--- src/rtl/data_mem_responder.sv ---
// Word-addressed data memory behind a valid/ready request-response handshake.
// One access is in flight at a time; each response appears WAIT_CYCLES+1 cycles after acceptance.
module data_mem_responder #(
    parameter int DEPTH       = 64,
    parameter int WAIT_CYCLES = 2
) (
    input  logic        clk,
    input  logic        rst,
    input  logic        req_valid,
    input  logic        req_we,
    input  logic [31:0] req_addr,
    input  logic [31:0] req_wdata,
    output logic        req_ready,
    output logic        resp_valid,
    input  logic        resp_ready,
    output logic [31:0] resp_rdata,
    output logic        resp_err
);

    localparam int AW = $clog2(DEPTH);

    typedef enum logic [1:0] {
        S_IDLE = 2'd0,
        S_WAIT = 2'd1,
        S_RESP = 2'd2
    } state_t;

    state_t         state_q, state_d;
    logic [3:0]     cnt_q, cnt_d;
    logic           we_q;
    logic           fault_q;
    logic [AW-1:0]  idx_q;
    logic [31:0]    resp_rdata_q, resp_rdata_d;
    logic           resp_err_q, resp_err_d;

    logic [31:0]    mem [DEPTH];

    logic           accept;
    logic           req_fault;
    logic [AW-1:0]  req_idx;
    logic           enter_resp;
    logic           ld_we;
    logic           ld_fault;
    logic [AW-1:0]  rd_idx;

    assign accept    = req_valid && (state_q == S_IDLE);
    assign req_fault = (req_addr[1:0] != 2'b00) || ({2'b00, req_addr[31:2]} >= 32'(DEPTH));
    assign req_idx   = req_addr[AW+1:2];

    // State register
    always_ff @(posedge clk or posedge rst) begin
        if (rst) begin
            state_q <= S_IDLE;
            cnt_q   <= 4'd0;
        end else begin
            state_q <= state_d;
            cnt_q   <= cnt_d;
        end
    end

    // Next-state logic
    always_comb begin
        state_d = state_q;
        cnt_d   = cnt_q;
        case (state_q)
            S_IDLE: begin
                if (accept) begin
                    if (WAIT_CYCLES == 0) begin
                        state_d = S_RESP;
                    end else begin
                        state_d = S_WAIT;
                        cnt_d   = 4'(WAIT_CYCLES);
                    end
                end
            end
            S_WAIT: begin
                cnt_d = cnt_q - 4'd1;
                if (cnt_q <= 4'd1) begin
                    state_d = S_RESP;
                end
            end
            S_RESP: begin
                if (resp_ready) begin
                    state_d = S_IDLE;
                end
            end
            default: begin
                state_d = S_IDLE;
                cnt_d   = 4'd0;
            end
        endcase
    end

    // Output logic
    always_comb begin
        req_ready  = (state_q == S_IDLE);
        resp_valid = (state_q == S_RESP);
        resp_rdata = resp_rdata_q;
        resp_err   = resp_err_q;
    end

    // With zero wait cycles RESP is entered on the accept edge itself, so the
    // response must come from the live request rather than the captured one.
    assign enter_resp = (state_d == S_RESP) && (state_q != S_RESP);
    assign ld_we      = (state_q == S_IDLE) ? req_we    : we_q;
    assign ld_fault   = (state_q == S_IDLE) ? req_fault : fault_q;
    assign rd_idx     = (state_q == S_IDLE) ? req_idx   : idx_q;

    always_comb begin
        resp_rdata_d = resp_rdata_q;
        resp_err_d   = resp_err_q;
        if (enter_resp) begin
            resp_rdata_d = (!ld_we && !ld_fault) ? mem[rd_idx] : 32'd0;
            resp_err_d   = ld_fault;
        end
    end

    always_ff @(posedge clk or posedge rst) begin
        if (rst) begin
            we_q         <= 1'b0;
            fault_q      <= 1'b0;
            idx_q        <= '0;
            resp_rdata_q <= 32'd0;
            resp_err_q   <= 1'b0;
        end else begin
            if (accept) begin
                we_q    <= req_we;
                fault_q <= req_fault;
                idx_q   <= req_idx;
            end
            resp_rdata_q <= resp_rdata_d;
            resp_err_q   <= resp_err_d;
        end
    end

    // Memory has no reset so stored data survives a reset pulse.
    always_ff @(posedge clk) begin
        if (!rst && accept && req_we && !req_fault) begin
            mem[req_idx] <= req_wdata;
        end
    end

endmodule

--- config.mk ---
export PLATFORM = sky130hd
export DESIGN_NAME = data_mem_responder
export DESIGN_NICKNAME = d
export VERILOG_FILES = /design/src/rtl/data_mem_responder.sv
export SDC_FILE = /design/constraint.sdc
export NUM_CORES = 2
export LEC_CHECK = 0
export CAP_MARGIN = 20
export CORE_MARGIN = 3
export CORE_UTILIZATION = 52
export DETAILED_ROUTE_END_ITERATION = 7
export GPL_TIMING_DRIVEN = 1
export MAX_ROUTING_LAYER = met4
export PLACE_DENSITY = 0.66
export SETUP_SLACK_MARGIN = 0.3
export SLEW_MARGIN = 20
export SYNTH_ARGS = -nofsm -noshare
export SYNTH_HDL_FRONTEND = slang
export SYNTH_SLANG_ARGS = --single-unit
--- constraint.sdc ---
create_clock -name clk -period 5.1 [get_ports clk]
set_input_delay 0.765 -clock clk [delete_from_list [all_inputs] [get_ports clk]]
set_output_delay 0.765 -clock clk [all_outputs]
set_load 0.02 [all_outputs]
==> results.cfg <==
[status]
outcome = finished, final reports clean

[worst_setup_path]
slowest_stage = o311ai_1
cp_common_cell = buf_4
r2r-start = state_q[0]$_DFF_PP0_
arrival_ns = 5.02
cp-start-kind = flip-flop
reg2reg_to = resp_rdata[5]$_DFFE_PP0P_
r2r_setup_slack_ns = 0.84
reg2reg_depth = 10
crit_chain = or2_1, buf_4, mux2i_1, buf_4, buf_4, a211oi_1, a211o_1, nor3b_1, o311ai_1, a221o_1
endpoint_kind = flip-flop
critPathMaxFanout = 24
required_ns = 5.86
critical_path_class = flip-flop to flip-flop
slowest_delay_ns = 1.01

[sta]
worst_slew_pin_slew_ns = 1.195
tns_ns = 0
max_slew_margin = 0.1904
max_freq_mhz = 234.7
finalSetupViolCount = 0
skew_ns = 0.07161
rsz0062_at_grt = false
hold_viol_final = 0
fin_crit_ns = 4.261
hold_ws_ns = 0.3833
fin_ws_ns = 0.8394
finalCritPeriodShare = 0.8354
finalMaxSlewViolations = 0

[placed_design]
pre_cts_slack_ns = 0.3184
port_buffers = 103
placed_area_sq_um = 86990
dp_cells = 7038
dp.final_hpwl_um = 150700
place_congestion = 0.9029

[synthesis]
synth-xor-area-share = 0.0002140
muxShareOfSynthArea = 0.07684
avgSynthCellArea_sq_um = 16.76
synth_ff_type = edfxtp_1
yosys_warnings = 0
synthSimpleGateAreaFrac = 0.08452
synth-edff-count = 2048
yosysUniqueCellTypes = 92
synth_compound_area_frac = 0.04833
synth_top_area_frac = 0.7515
synth.area.top_cells = edfxtp_1 (75%), mux4_2 (5.7%), nand2_1 (4.4%)
synthAdderAreaFrac = 0.0003058
yosysMostFrequentCell = edfxtp_1
synthArstFlopShare = 0.02243
yosysSeqAreaShare = 0.7659
ys_ff_latch = 2095
synth_cells = 4884
synth_nets = 4955
yosys.area.top_type = edfxtp_1
synth_commonest_cells = edfxtp_1 (2,048), nand2_1 (970), nand3_1 (328)
netlist_area_sq_um = 81840
synth_top_family_by_area = simple AND/OR/NAND/NOR gates

[grt]
track_usage = 0.3259
overflow = 0
grt_max_degree = 88
grtUsageMet1 = 0.4435
grt-busiest-layer = met2
grt_pass1_wl_um = 361300
grt_pass1_vias = 46990
use_met3 = 0.09729
use_met2 = 0.4716
antenna_found_initial = 23

[finish]
drive_above_1_share = 0.1788
area_delta_synth_final_pct = 14.62
final_util = 0.6047
design_area_sq_um = 93800
fin_cells = 7441
layout.nets = 5273

[cts]
insertion_delay_ns = 0.85
clockBufferDepth = 3
cts_made_buffers = 205
cts_tree = built
cts_resized = 0
cts-htree-levels = 4
root_buffer = clkbuf_16
clkTransAtPathRegs_ns = 0.06
cts_setup_buffers = 0
clock_sinks = 2095
hold_buffers = 0

[drt]
drt-vias-per-instance = 6.659
drt_pass1_iterations = 6
wl_um = 257200
drc = 0
antenna_left = 0
avgRoutedWirePerCell_um = 34.56
drtIter0Drc = 7618
num_vias = 49550

[power]
ir_worst_vdd_mv = 0.5610
power.static_leakage_nw = 30.70
cellPowerDensity_nw_per_um2 = 555.5
power.total_mw = 52.11

[die]
die_area_sq_um = 162200
io_pins = 104
core_sq_um = 155100
initial_core_util = 0.5275
dieWidth_um = 402.7
die_height_um = 402.7
rows = 144

[hold_path]
min_path_type = primary input to async pin

[run]
cap_violations = 0
==> logic make-up (layout without fill, tap and decap cells) <==
| group | after synthesis | after routing |
|---|---|---|
| xor gates and xnor gates | 2 | 2 |
| other | 0 | 23 |
| adders and majority gates | 2 | 2 |
| DFF | 2095 | 2095 |
| and+or+nand+nor | 1598 | 1598 |
| muxes | 358 | 358 |
| AOI/OAI and AO/OA | 535 | 535 |
| buffers and inverters | 294 | 784 |
==> critical path, delay by kind of cell (launching register included) <==
kind,cells,cell delay (ns)
DFF,1,0.98
buffers and inverters,3,0.72
AOI/OAI and AO/OA,4,1.61
muxes,1,0.53
and+or+nand+nor,2,0.37
==> how the worst max path moves through the flow <==
stage	startpoint	endpoint	slack [ns]
floorplan	rst	mem[56][0]$_DFFE_PP_	0.85
global placement	req_addr[2]	resp_rdata[31]$_DFFE_PP0P_	0.36
detailed placement	req_addr[2]	resp_rdata[31]$_DFFE_PP0P_	0.32
CTS	state_q[0]$_DFF_PP0_	mem[20][31]$_DFFE_PP_	0.98
global route	state_q[0]$_DFF_PP0_	mem[20][31]$_DFFE_PP_	0.81
finish	state_q[0]$_DFF_PP0_	resp_rdata[5]$_DFFE_PP0P_	0.84
==> per-layer routing <==
metal | wire [um] | vias up
li1 | - | 19870
met3 | 35190 | 595
met5 | 0 | -
met4 | 10030 | 0
met2 | 116100 | 3648
met1 | 95800 | 25430
==> sequential cells by signal, summed over array words and instances, names as in the netlist <==
| name | count |
|---|---|
| fault_q | 1 |
| cnt_q | 4 |
| resp_rdata | 32 |
| we_q | 1 |
| resp_err | 1 |
| state_q | 2 |
| mem | 2048 |
| idx_q | 6 |
==> power breakdown <==
part | switching, mW | internal [mW]
Clock | 6.53 | 8.49
Combinational | 11.8 | 6.18
Sequential | 0.183 | 19.0
==> layout make-up <==
class | instances | area, sq um
Tap cell | 2044 | 2557
Sequential cell | 2095 | 62680
Fill cell | 11150 | 61330
Clock inverter | 114 | 1132
Timing Repair Buffer | 400 | 4001
Inverter | 5 | 20.02
Antenna cell | 23 | 57.56
Clock buffer | 265 | 5568
Multi-Input combinational cell | 2495 | 17790
==> cells in the final DEF, fill, tap and decap left out, types with 64 or more instances in the layout <==
master,count
nor2_1,64
buf_12,69
mux4_2,207
nand2_1,968
clkdlybuf4s50_1,71
nand4_1,69
a31oi_1,107
edfxtp_1,2048
clkbuf_16,207
buf_4,243
mux2i_1,132
nand3_1,328
nor2_4,73
No activity file was read; power rests on OpenSTA's default activity.
